### src/rtl/alu_pipe.sv
`default_nettype none
// +----------------------------------------------------------------------------+
// | alu_pipe : registered ALU, valid/ready in and out, persistent {V,N,Z}       |
// | Optional iterative multiplier on opcode 1100 when ALU_PIPE_MUL_EN is defined|
// | Rev 1.0                                                                     |
// +----------------------------------------------------------------------------+
module alu_pipe #(
  parameter int WIDTH = 16,
  parameter int SHW   = $clog2(WIDTH)
) (
  input  logic             clk,
  input  logic             rst,
  input  logic             in_valid,
  output logic             in_ready,
  input  logic [3:0]       opcode,
  input  logic [WIDTH-1:0] operand1,
  input  logic [WIDTH-1:0] operand2,
  output logic             out_valid,
  input  logic             out_ready,
  output logic [WIDTH-1:0] alu_out,
  output logic             out_err,
  output logic [2:0]       flags
);

  localparam logic [3:0] c_OP_ADD    = 4'b0000;
  localparam logic [3:0] c_OP_SUB    = 4'b0001;
  localparam logic [3:0] c_OP_XOR    = 4'b0010;
  localparam logic [3:0] c_OP_RED    = 4'b0011;
  localparam logic [3:0] c_OP_SLL    = 4'b0100;
  localparam logic [3:0] c_OP_SRA    = 4'b0101;
  localparam logic [3:0] c_OP_ROR    = 4'b0110;
  localparam logic [3:0] c_OP_PADDSB = 4'b0111;
  localparam logic [3:0] c_OP_LW     = 4'b1000;
  localparam logic [3:0] c_OP_SW     = 4'b1001;
  localparam logic [3:0] c_OP_LLB    = 4'b1010;
  localparam logic [3:0] c_OP_LHB    = 4'b1011;
  localparam logic [3:0] c_OP_MUL    = 4'b1100;

  localparam logic [WIDTH-1:0] c_SMAX = {1'b0, {(WIDTH-1){1'b1}}};
  localparam logic [WIDTH-1:0] c_SMIN = {1'b1, {(WIDTH-1){1'b0}}};
  localparam int c_NB = WIDTH / 8;
  localparam int c_RW = 8 + $clog2(2 * c_NB);

  logic             r_out_valid, r_err;
  logic [WIDTH-1:0] r_out;
  logic [2:0]       r_flags;

  logic             w_accept, w_is_mul, w_mul_done;
  logic [WIDTH-1:0] w_mul_res;
  logic [WIDTH-1:0] w_add, w_sub, w_add_sat, w_sub_sat, w_addr;
  logic             w_add_ov, w_sub_ov;
  logic [SHW-1:0]   w_shamt;
  logic [WIDTH-1:0] w_sll, w_sra, w_ror, w_paddsb, w_llb, w_lhb, w_red_ext;
  logic [2*WIDTH-1:0] w_ror2;
  logic signed [c_RW-1:0] w_red;

  logic [WIDTH-1:0] w_res, w_ld_res;
  logic             w_err, w_v, w_upd_z, w_upd_n, w_upd_v;
  logic             w_load, w_ld_err, w_ld_v, w_ld_upd_z, w_ld_upd_n, w_ld_upd_v;

  assign w_accept = in_valid & in_ready;

  // Saturating add/sub: overflow clamps toward the sign of operand1
  assign w_add     = operand1 + operand2;
  assign w_sub     = operand1 - operand2;
  assign w_add_ov  = (operand1[WIDTH-1] == operand2[WIDTH-1]) && (w_add[WIDTH-1] != operand1[WIDTH-1]);
  assign w_sub_ov  = (operand1[WIDTH-1] != operand2[WIDTH-1]) && (w_sub[WIDTH-1] != operand1[WIDTH-1]);
  assign w_add_sat = w_add_ov ? (operand1[WIDTH-1] ? c_SMIN : c_SMAX) : w_add;
  assign w_sub_sat = w_sub_ov ? (operand1[WIDTH-1] ? c_SMIN : c_SMAX) : w_sub;

  assign w_shamt = operand2[SHW-1:0];
  assign w_sll   = operand1 << w_shamt;
  assign w_sra   = WIDTH'($signed(operand1) >>> w_shamt);
  assign w_ror2  = {operand1, operand1} >> w_shamt;
  assign w_ror   = w_ror2[WIDTH-1:0];
  assign w_addr  = {operand1[WIDTH-1:1], 1'b0} + {operand2[WIDTH-2:0], 1'b0};

  for (genvar g = 0; g < WIDTH / 4; g++) begin : g_paddsb
    logic [3:0] w_a, w_b, w_s;
    logic       w_ov;
    assign w_a  = operand1[4*g +: 4];
    assign w_b  = operand2[4*g +: 4];
    assign w_s  = w_a + w_b;
    assign w_ov = (w_a[3] == w_b[3]) && (w_s[3] != w_a[3]);
    assign w_paddsb[4*g +: 4] = w_ov ? (w_a[3] ? 4'h8 : 4'h7) : w_s;
  end

  always_comb begin
    w_red = '0;
    for (int i = 0; i < c_NB; i++) begin
      w_red = w_red + c_RW'($signed(operand1[8*i +: 8])) + c_RW'($signed(operand2[8*i +: 8]));
    end
  end
  assign w_red_ext = WIDTH'(w_red);

  always_comb begin
    w_llb      = operand1;
    w_llb[7:0] = operand2[7:0];
  end

  if (WIDTH >= 16) begin : g_lhb_wide
    always_comb begin
      w_lhb       = operand1;
      w_lhb[15:8] = operand2[7:0];
    end
  end else begin : g_lhb_narrow
    assign w_lhb = operand1;
  end

  always_comb begin
    w_res   = '0;
    w_err   = 1'b0;
    w_v     = 1'b0;
    w_upd_z = 1'b0;
    w_upd_n = 1'b0;
    w_upd_v = 1'b0;
    case (opcode)
      c_OP_ADD:    begin w_res = w_add_sat; w_v = w_add_ov; w_upd_z = 1'b1; w_upd_n = 1'b1; w_upd_v = 1'b1; end
      c_OP_SUB:    begin w_res = w_sub_sat; w_v = w_sub_ov; w_upd_z = 1'b1; w_upd_n = 1'b1; w_upd_v = 1'b1; end
      c_OP_XOR:    begin w_res = operand1 ^ operand2; w_upd_z = 1'b1; end
      c_OP_RED:    w_res = w_red_ext;
      c_OP_SLL:    begin w_res = w_sll; w_upd_z = 1'b1; end
      c_OP_SRA:    begin w_res = w_sra; w_upd_z = 1'b1; end
      c_OP_ROR:    begin w_res = w_ror; w_upd_z = 1'b1; end
      c_OP_PADDSB: w_res = w_paddsb;
      c_OP_LW,
      c_OP_SW:     w_res = w_addr;
      c_OP_LLB:    w_res = w_llb;
      c_OP_LHB:    w_res = w_lhb;
      default:     w_err = 1'b1;
    endcase
  end

`ifdef ALU_PIPE_MUL_EN
  localparam logic c_IDLE = 1'b0;
  localparam logic c_BUSY = 1'b1;
  localparam int   c_CW   = $clog2(WIDTH);

  logic             r_state, w_state_nxt;
  logic [WIDTH-1:0] r_mcand, r_mplier, r_acc;
  logic [c_CW-1:0]  r_cnt;

  assign w_is_mul   = (opcode == c_OP_MUL);
  assign w_mul_res  = r_acc + (r_mplier[0] ? r_mcand : '0);
  assign w_mul_done = (r_state == c_BUSY) && (r_cnt == c_CW'(WIDTH - 1));

  always_ff @(posedge clk or negedge rst) begin
    if (!rst) r_state <= c_IDLE;
    else      r_state <= w_state_nxt;
  end

  always_comb begin
    w_state_nxt = r_state;
    case (r_state)
      c_IDLE:  if (w_accept && w_is_mul) w_state_nxt = c_BUSY;
      c_BUSY:  if (w_mul_done) w_state_nxt = c_IDLE;
      default: w_state_nxt = c_IDLE;
    endcase
  end

  always_comb begin
    in_ready = (r_state == c_IDLE) && (!r_out_valid || out_ready);
  end

  // Shift-add: multiplicand moves left, multiplier right, one bit per cycle
  always_ff @(posedge clk or negedge rst) begin
    if (!rst) begin
      r_mcand  <= '0;
      r_mplier <= '0;
      r_acc    <= '0;
      r_cnt    <= '0;
    end else if (w_accept && w_is_mul) begin
      r_mcand  <= operand1;
      r_mplier <= operand2;
      r_acc    <= '0;
      r_cnt    <= '0;
    end else if (r_state == c_BUSY) begin
      r_mcand  <= r_mcand << 1;
      r_mplier <= r_mplier >> 1;
      r_acc    <= w_mul_res;
      r_cnt    <= r_cnt + 1'b1;
    end
  end
`else
  assign w_is_mul   = 1'b0;
  assign w_mul_done = 1'b0;
  assign w_mul_res  = '0;
  assign in_ready   = !r_out_valid || out_ready;
`endif

  always_comb begin
    w_load     = w_accept && !w_is_mul;
    w_ld_res   = w_res;
    w_ld_err   = w_err;
    w_ld_v     = w_v;
    w_ld_upd_z = w_upd_z;
    w_ld_upd_n = w_upd_n;
    w_ld_upd_v = w_upd_v;
    if (w_mul_done) begin
      w_load     = 1'b1;
      w_ld_res   = w_mul_res;
      w_ld_err   = 1'b0;
      w_ld_v     = 1'b0;
      w_ld_upd_z = 1'b1;
      w_ld_upd_n = 1'b1;
      w_ld_upd_v = 1'b0;
    end
  end

  always_ff @(posedge clk or negedge rst) begin
    if (!rst) begin
      r_out       <= '0;
      r_out_valid <= 1'b0;
      r_err       <= 1'b0;
      r_flags     <= 3'b000;
    end else if (w_load) begin
      r_out       <= w_ld_res;
      r_out_valid <= 1'b1;
      r_err       <= w_ld_err;
      if (w_ld_upd_z) r_flags[0] <= (w_ld_res == '0);
      if (w_ld_upd_n) r_flags[1] <= w_ld_res[WIDTH-1];
      if (w_ld_upd_v) r_flags[2] <= w_ld_v;
    end else if (r_out_valid && out_ready) begin
      r_out_valid <= 1'b0;
    end
  end

  assign alu_out   = r_out;
  assign out_valid = r_out_valid;
  assign out_err   = r_err;
  assign flags     = r_flags;

endmodule
`default_nettype wire

### config.mk
export PLATFORM = sky130hd
export DESIGN_NAME = alu_pipe
export DESIGN_NICKNAME = d
export VERILOG_FILES = /design/src/rtl/alu_pipe.sv
export SDC_FILE = /design/constraint.sdc
export NUM_CORES = 1
export LEC_CHECK = 0
export CAP_MARGIN = 30
export CORE_ASPECT_RATIO = 1.25
export CORE_MARGIN = 2
export CORE_UTILIZATION = 29
export CTS_BUF_LIST = sky130_fd_sc_hd__clkbuf_4 sky130_fd_sc_hd__clkbuf_8
export CTS_CLUSTER_DIAMETER = 200
export DETAILED_ROUTE_END_ITERATION = 12
export DONT_BUFFER_PORTS = 1
export HOLD_SLACK_MARGIN = 0.03
export SYNTH_ARGS = -nofsm -noshare
export SYNTH_HDL_FRONTEND = slang
export SYNTH_SLANG_ARGS = --single-unit
### constraint.sdc
create_clock -name clk -period 1.3 [get_ports clk]
set_input_delay 0.13 -clock clk [delete_from_list [all_inputs] [get_ports clk]]
set_output_delay 0.13 -clock clk [all_outputs]
set_load 0.01 [all_outputs]
# ---- Word level (Yosys, flattened, before mapping)
# Cells that the tools add are included.
# Widths: inputs -> output; s select.
dict set report word_totals {
  in_bits 40
  reg_bits 21
  word_cells 78
  out_inout_bits 22
}
dict set report op_classes {
  mux 18
  eq_ne 22
  n_addsub 10
  bitwise_logic 2
  n_shift 3
  n_reduce_logical 18
}
# cell count
set op_table {}
lappend op_table {{$pmux 16 s11} 1}
lappend op_table {{$mux 16} 3}
lappend op_table {{$add 16x16->16} 2}
lappend op_table {{$mux 4} 8}
lappend op_table {{$shr 32x4->16} 1}
lappend op_table {{$add 4x4->4} 4}
lappend op_table {{$eq 4x3->1 const B} 4}
lappend op_table {{$eq 4x4->1 const B} 4}
lappend op_table {{$logic_not 16->1} 1}
lappend op_table {{$shl 16x4->16} 1}
lappend op_table {{$sshr 16x4->16} 1}
lappend op_table {{$sub 16x16->16} 1}
lappend op_table {{$xor 16x16->16} 1}
lappend op_table {{$reduce_or 12->1} 1}
lappend op_table {{$add 10x8->10} 1}
lappend op_table {{$add 9x8->10} 1}
lappend op_table {{$add 8x8->9} 1}
lappend op_table {{$eq 4x2->1 const B} 2}
lappend op_table {{$logic_and 1x1->1} 7}
lappend op_table {{$ne 1x1->1} 7}
lappend op_table {{$reduce_or 6->1} 1}
lappend op_table {{$mux 1} 5}
lappend op_table {{$eq 1x1->1} 4}
lappend op_table {{$eq 4x1->1 const B} 1}
lappend op_table {{other kinds (8)} 10}

# ---- Longest topological paths before layout
dict set report depth {
  word_depth 6
  mapped_depth 24
  mapped_depth_nobuf 21
}

# ---- Worst setup path after synthesis
# No wires, ideal clock.
dict set report synth_path {
  path_kind {input port to flip-flop}
  start {input operand2[2]}
  end {register r_flags[0] (netlist: flags[0])}
  slack_ps -3432
  path_buffers 3
  t_arrival_ps 4665
  cell_stages 24
  path_cell_list {buf_2 -> inv_1 -> clkbuf_1 -> ha_1 -> buf_2 -> o21a_1 -> o31a_1 -> o211ai_1 -> a21o_1 -> a21oi_1 -> a21o_1 -> a21o_1 -> a21oi_1 -> fa_1 -> nor2b_1 -> a21oi_1 -> a21oi_1 -> a211oi_1 -> nand3_1 -> nor4_1 -> nand2_1 -> nor3_1 -> and4_1 -> a32o_1}
}
dict set report synth_between {
  elab_chain_cells 6
}
# item line
set synth_lines {}
lappend synth_lines {{start, declared} 17} ;# input logic [WIDTH-1:0] operand2,
lappend synth_lines {{branches (longest 4 deep; another with $add 9x8->10)} -}
lappend synth_lines {{$pmux 16 s11 *} 117} ;# case (opcode)
lappend synth_lines {{$logic_not 16->1 *} 220} ;# if (w_ld_upd_z) r_flags[0] <= (w_ld_res == '0);
lappend synth_lines {{end signal, assigned} 220}
lappend synth_lines {{end, declared} 46} ;# logic [2:0] r_flags;
# Every way passes the cells marked *.
# A chain may end at the register's enable or synchronous reset.

# ---- Worst setup path after layout
dict set report layout_path {
  start {input operand2[1]}
  end {register r_flags[0] (netlist: flags[0])}
}
# Same word-level chain as after synthesis.

==> summary.md <==
| Metric | Value |
|---|---|
| Skew-Pair Late Insertion Delay | 0.25 ns |
| Final cell utilization of the core | 42.4% |
| GR Util met2 | 45.1% |
| Clock transition at the register clock pins on the worst setup and hold paths after CTS | 0.07 ns |
| Die extent in y | 181 um |
| Critical Path Source Type | input port |
| Min Clock Period, post-route | 3.80 ns |
| Pin slew with the least headroom to its limit | 1.02 ns |
| Post-synthesis area per instance | 7.52 sq um |
| Internal Pwr Total | 3.78 mW |
| Yosys Warn Count | 0 |
| Cells along the critical path | inv_16 > ha_4 > nor2b_4 > o31a_1 > o211ai_1 > a21o_1 > a21oi_2 > a21o_1 > a21o_1 > a21oi_2 > fa_2 > buf_6 > nor3b_4 > a21o_1 > buf_4 > buf_6 > buf_6 > o21ai_2 > nand4_1 > nor3_2 > and4_1 > a32o_1 |
| Post-synthesis adder-cell area fraction | 16.0% |
| Power, Total | 6.93 mW |
| Number of CTS-inserted buffers | 3 |
| Worst endpoint data arrival time | 3.94 ns |
| Most used DFF post-synth | sky130_fd_sc_hd__dfrtp_1 |
| Most common cell in the synthesized netlist | sky130_fd_sc_hd__nand2_1 |
| Initial Utilization | 29.6% |
| Final Hold Fails | 0 |
| Worst slew slack as a fraction of its limit | 31.5% |
| Kind of critical path | in -> reg |
| Power per Cell Area | 664 mW/mm^2 |
| Fin worst setup slack | -2.50 ns |
| Fraction of met1 tracks used by global routing | 34.5% |
| XOR/XNOR Fraction of Synth Area | 4.82% |
| TritonCTS clock tree | done |
| Worst clock skew | 0.00458 ns |
| Sw power | 3.15 mW |
| First-pass GRT wire length | 56300 um |
| Top area cells in the synthesized netlist | sky130_fd_sc_hd__ha_1 9.3%, sky130_fd_sc_hd__mux4_2 7.7%, sky130_fd_sc_hd__dfrtp_1 7.2%, sky130_fd_sc_hd__fa_1 6.6%, sky130_fd_sc_hd__a21oi_1 5.4% |
| Mux cell area share after synthesis | 14.8% |
| Timing-limited maximum frequency | 263 MHz |
| Final-report max-slew violation count | 0 |
| Min Hold Slack | 0.0409 ns |
| Layer with the highest usage | met2 |
| Proportion of netlist area held by the largest area contributor | 9.29% |
| Horiz. Die Dim | 146 um |
| Routed wire per std cell | 23.9 um |
| Maximum number of buffers from clock root to sink | 2 |
| Crit end category | register |
| Count of buffer and inverter cells on the critical path | 5 |
| Portion of the clock cycle consumed by the worst path in the final layout | 292% |
| Total Nets Final | 1346 |
| Routability cong. | 1.06 |
| Met3 track demand over resource | 4.12% |
| Drt first-iter violations | 964 |
| # rows | 64 |
| Worst endpoint required time | 1.44 ns |
| Overall track demand over capacity in global routing | 27.6% |
| Number of antenna violations at the first check in global routing | 0 |
| Library cell contributing the largest single delay on the critical path | sky130_fd_sc_hd__fa_2 |
| Area leader, netlist | sky130_fd_sc_hd__ha_1 |
| Number of endpoints failing setup at the final stage | 19 |
| Worst setup slack before clock tree synthesis | -2.81 ns |
| Router iterations before antenna repair | 7 |
| Maximum vdd drop | 421 uV |
| Maximum net fanout on the critical path | 56 |
| Max-capacitance violation count | 0 |
| List of most frequent post-synthesis cells | 93 x sky130_fd_sc_hd__nand2_1, 78 x sky130_fd_sc_hd__a21oi_1, 63 x sky130_fd_sc_hd__o21ai_0 |
| Proportion of power drawn by combinational gates | 81.0% |
| Post-detailed-route count of antenna-violating nets | 0 |
| Number of I/O pins | 62 |
| Detailed Route WL | 37200 um |
| Count of unique library cells instantiated by Yosys | 75 |
| Area fraction in compound gates after synthesis | 27.6% |
| Ratio of cells with drive above 1 in the final layout | 37.1% |
| Root Buffer | sky130_fd_sc_hd__clkbuf_8 |
| Sum of overflow across all layers after global routing | 0 |
| Count of mapped cells out of synthesis | 967 |
| Growth of design area from synthesis to finish | 43.4% |
| Count of clock tree sinks | 21 |
| Dpl hpwl | 29800 um |
| Number of H-tree levels | 1 |
| Vias in the first global route | 9086 |
| Family of cells with the greatest summed delay on the critical path | compound AO/OA/AOI/OAI gates |
| Combinational family with the most area after synthesis | compound AO/OA/AOI/OAI gates |
| Pin count of the biggest net entering global routing | 57 |
| Class of the tightest hold or removal check | in -> reg |
| Part of the total power dissipated in the clock network | 5.8% |
| Share of flip-flops with an asynchronous set or reset | 100% |
| Fraction of power spent switching nets | 45.4% |
| Mapped Nets | 1085 |
| Basic-gate share of the synthesized area counting and, or, nand and nor cells | 22.6% |
| CP most frequent cell | sky130_fd_sc_hd__a21o_1 |
| Setup repair after global routing missed its margin | yes |
| Setup TNS | -39.89 ns |
| Synthesis-stage register bit count | 21 |
| Violated checks | negative setup slack |
| Diode count | 0 |
| Core region area | 0.0246 sq mm |
| Slowest Stage Delay on Critical Path | 0.51 ns |
| Post-detailed-route via-to-cell ratio | 5.86 |
| Port-buffer cells | 0 |
| Filler cell count in the final layout | 2499 |
| DRC viols | 0 |
| Number of enable flip-flop cells after synthesis | 0 |
| Routed vias | 9122 |
| Leakage power of the design | 4.66 nW |
| Status | finished with violations |
| Fraction of power consumed by sequential logic | 13.2% |
| Sequential cell area fraction in the yosys report | 7.23% |
| Die Footprint | 0.0264 sq mm |
| Netlist Area Pre-Place | 0.00727 sq mm |
## power by group through the flow
| stage | Clock, mW | Combinational (mW) | Sequential [mW] |
|---|---|---|---|
| finish | 0.400 | 5.61 | 0.918 |
| global route | 0.443 | 6.01 | 0.935 |
| CTS | 0.416 | 5.36 | 0.920 |
| detailed placement | 0 | 4.85 | 0.934 |
| global placement | 0 | 4.82 | 0.928 |
| floorplan | 0 | 2.89 | 0.904 |
## kinds of logic after synthesis
logic type | after synthesis
XOR/XNOR | 40
AND/OR/NAND/NOR | 325
AO/OA/AOI/OAI | 302
adder cells (fa/ha/maj) | 79
buffers and inverters | 125
flip-flops | 21
multiplexers | 75
## placed cells by master (no fill, tap or decap), types with 17 or more instances in the layout
| cell | synthesis | routed |
|---|---|---|
| sky130_fd_sc_hd__dfrtp_1 | 21 | 21 |
| sky130_fd_sc_hd__o21ai_0 | 63 | 42 |
| sky130_fd_sc_hd__mux2i_1 | 38 | 38 |
| sky130_fd_sc_hd__fa_1 | 24 | 22 |
| sky130_fd_sc_hd__nand2_1 | 93 | 89 |
| sky130_fd_sc_hd__nor2_1 | 55 | 54 |
| sky130_fd_sc_hd__nor2b_1 | 20 | 17 |
| sky130_fd_sc_hd__ha_1 | 54 | 47 |
| sky130_fd_sc_hd__mux4_2 | 25 | 25 |
| sky130_fd_sc_hd__o22ai_1 | 21 | 21 |
| sky130_fd_sc_hd__inv_1 | 59 | 51 |
| sky130_fd_sc_hd__xnor2_1 | 27 | 26 |
| sky130_fd_sc_hd__nand3_1 | 32 | 30 |
| sky130_fd_sc_hd__buf_4 | 1 | 299 |
| sky130_fd_sc_hd__a21oi_1 | 78 | 60 |
| sky130_fd_sc_hd__buf_6 | 1 | 18 |
| sky130_fd_sc_hd__nand2b_1 | 20 | 20 |
| sky130_fd_sc_hd__nor3_1 | 30 | 26 |
## what timing repair did
item | CTS | global route
cloned | 0 | 1
setup buffers | 21 | 5
setup endpoints to repair | 19 | 20
hold endpoints to repair | 22 | 0
hold buffers | 2 | 0
gates resized for setup | 91 | 29
pin swaps | 39 | 34
## metrics by stage
step	cells	area (sq um)
final	1557	10400
after global routing	1557	10400
after CTS	1556	10300
after detailed placement	1536	9790
after global placement	1536	9790
after floorplan	967	7430
## flip-flops by register name (all words and copies together) (netlist names)
signal / count
out_valid: 1
alu_out: 16
out_err: 1
flags: 3
## layout make-up
cell class              instances  area [sq um]  area share, %
clock inverters                 1          5.00         0.0480
multi-input cells             822          6710           64.3
clock buffers                   3          41.3          0.396
repair buffers                320          2490           23.8
well taps                     330           413           3.96
inverters                      60           253           2.42
flip-flops and latches         21           526           5.04
## metal layers
layer / share of wire [%] / vias to the layer above
li1: - / 4134
met1: 39 / 4355
met2: 45 / 499
met3: 7.5 / 134
met4: 7.9 / 0
met5: 0 / -
## final timing paths
check	slack, ns	cells after the start	to	startpoint
min in group asynchronous	0.45	1	alu_out[13]$_DFFE_PN0P_	rst
worst min register to register	0.55	2	flags[2]$_DFFE_PN0P_	flags[2]$_DFFE_PN0P_
worst max register to register	-0.45	9	flags[0]$_DFFE_PN0P_	out_valid$_DFFE_PN0P_
max in group asynchronous	0.30	1	alu_out[1]$_DFFE_PN0P_	rst
worst max-delay path	-2.50	22	flags[0]$_DFFE_PN0P_	operand2[1]
worst min-delay path	0.04	2	out_err$_DFFE_PN0P_	in_valid
Note: power is estimated with default switching activity, not from simulation.
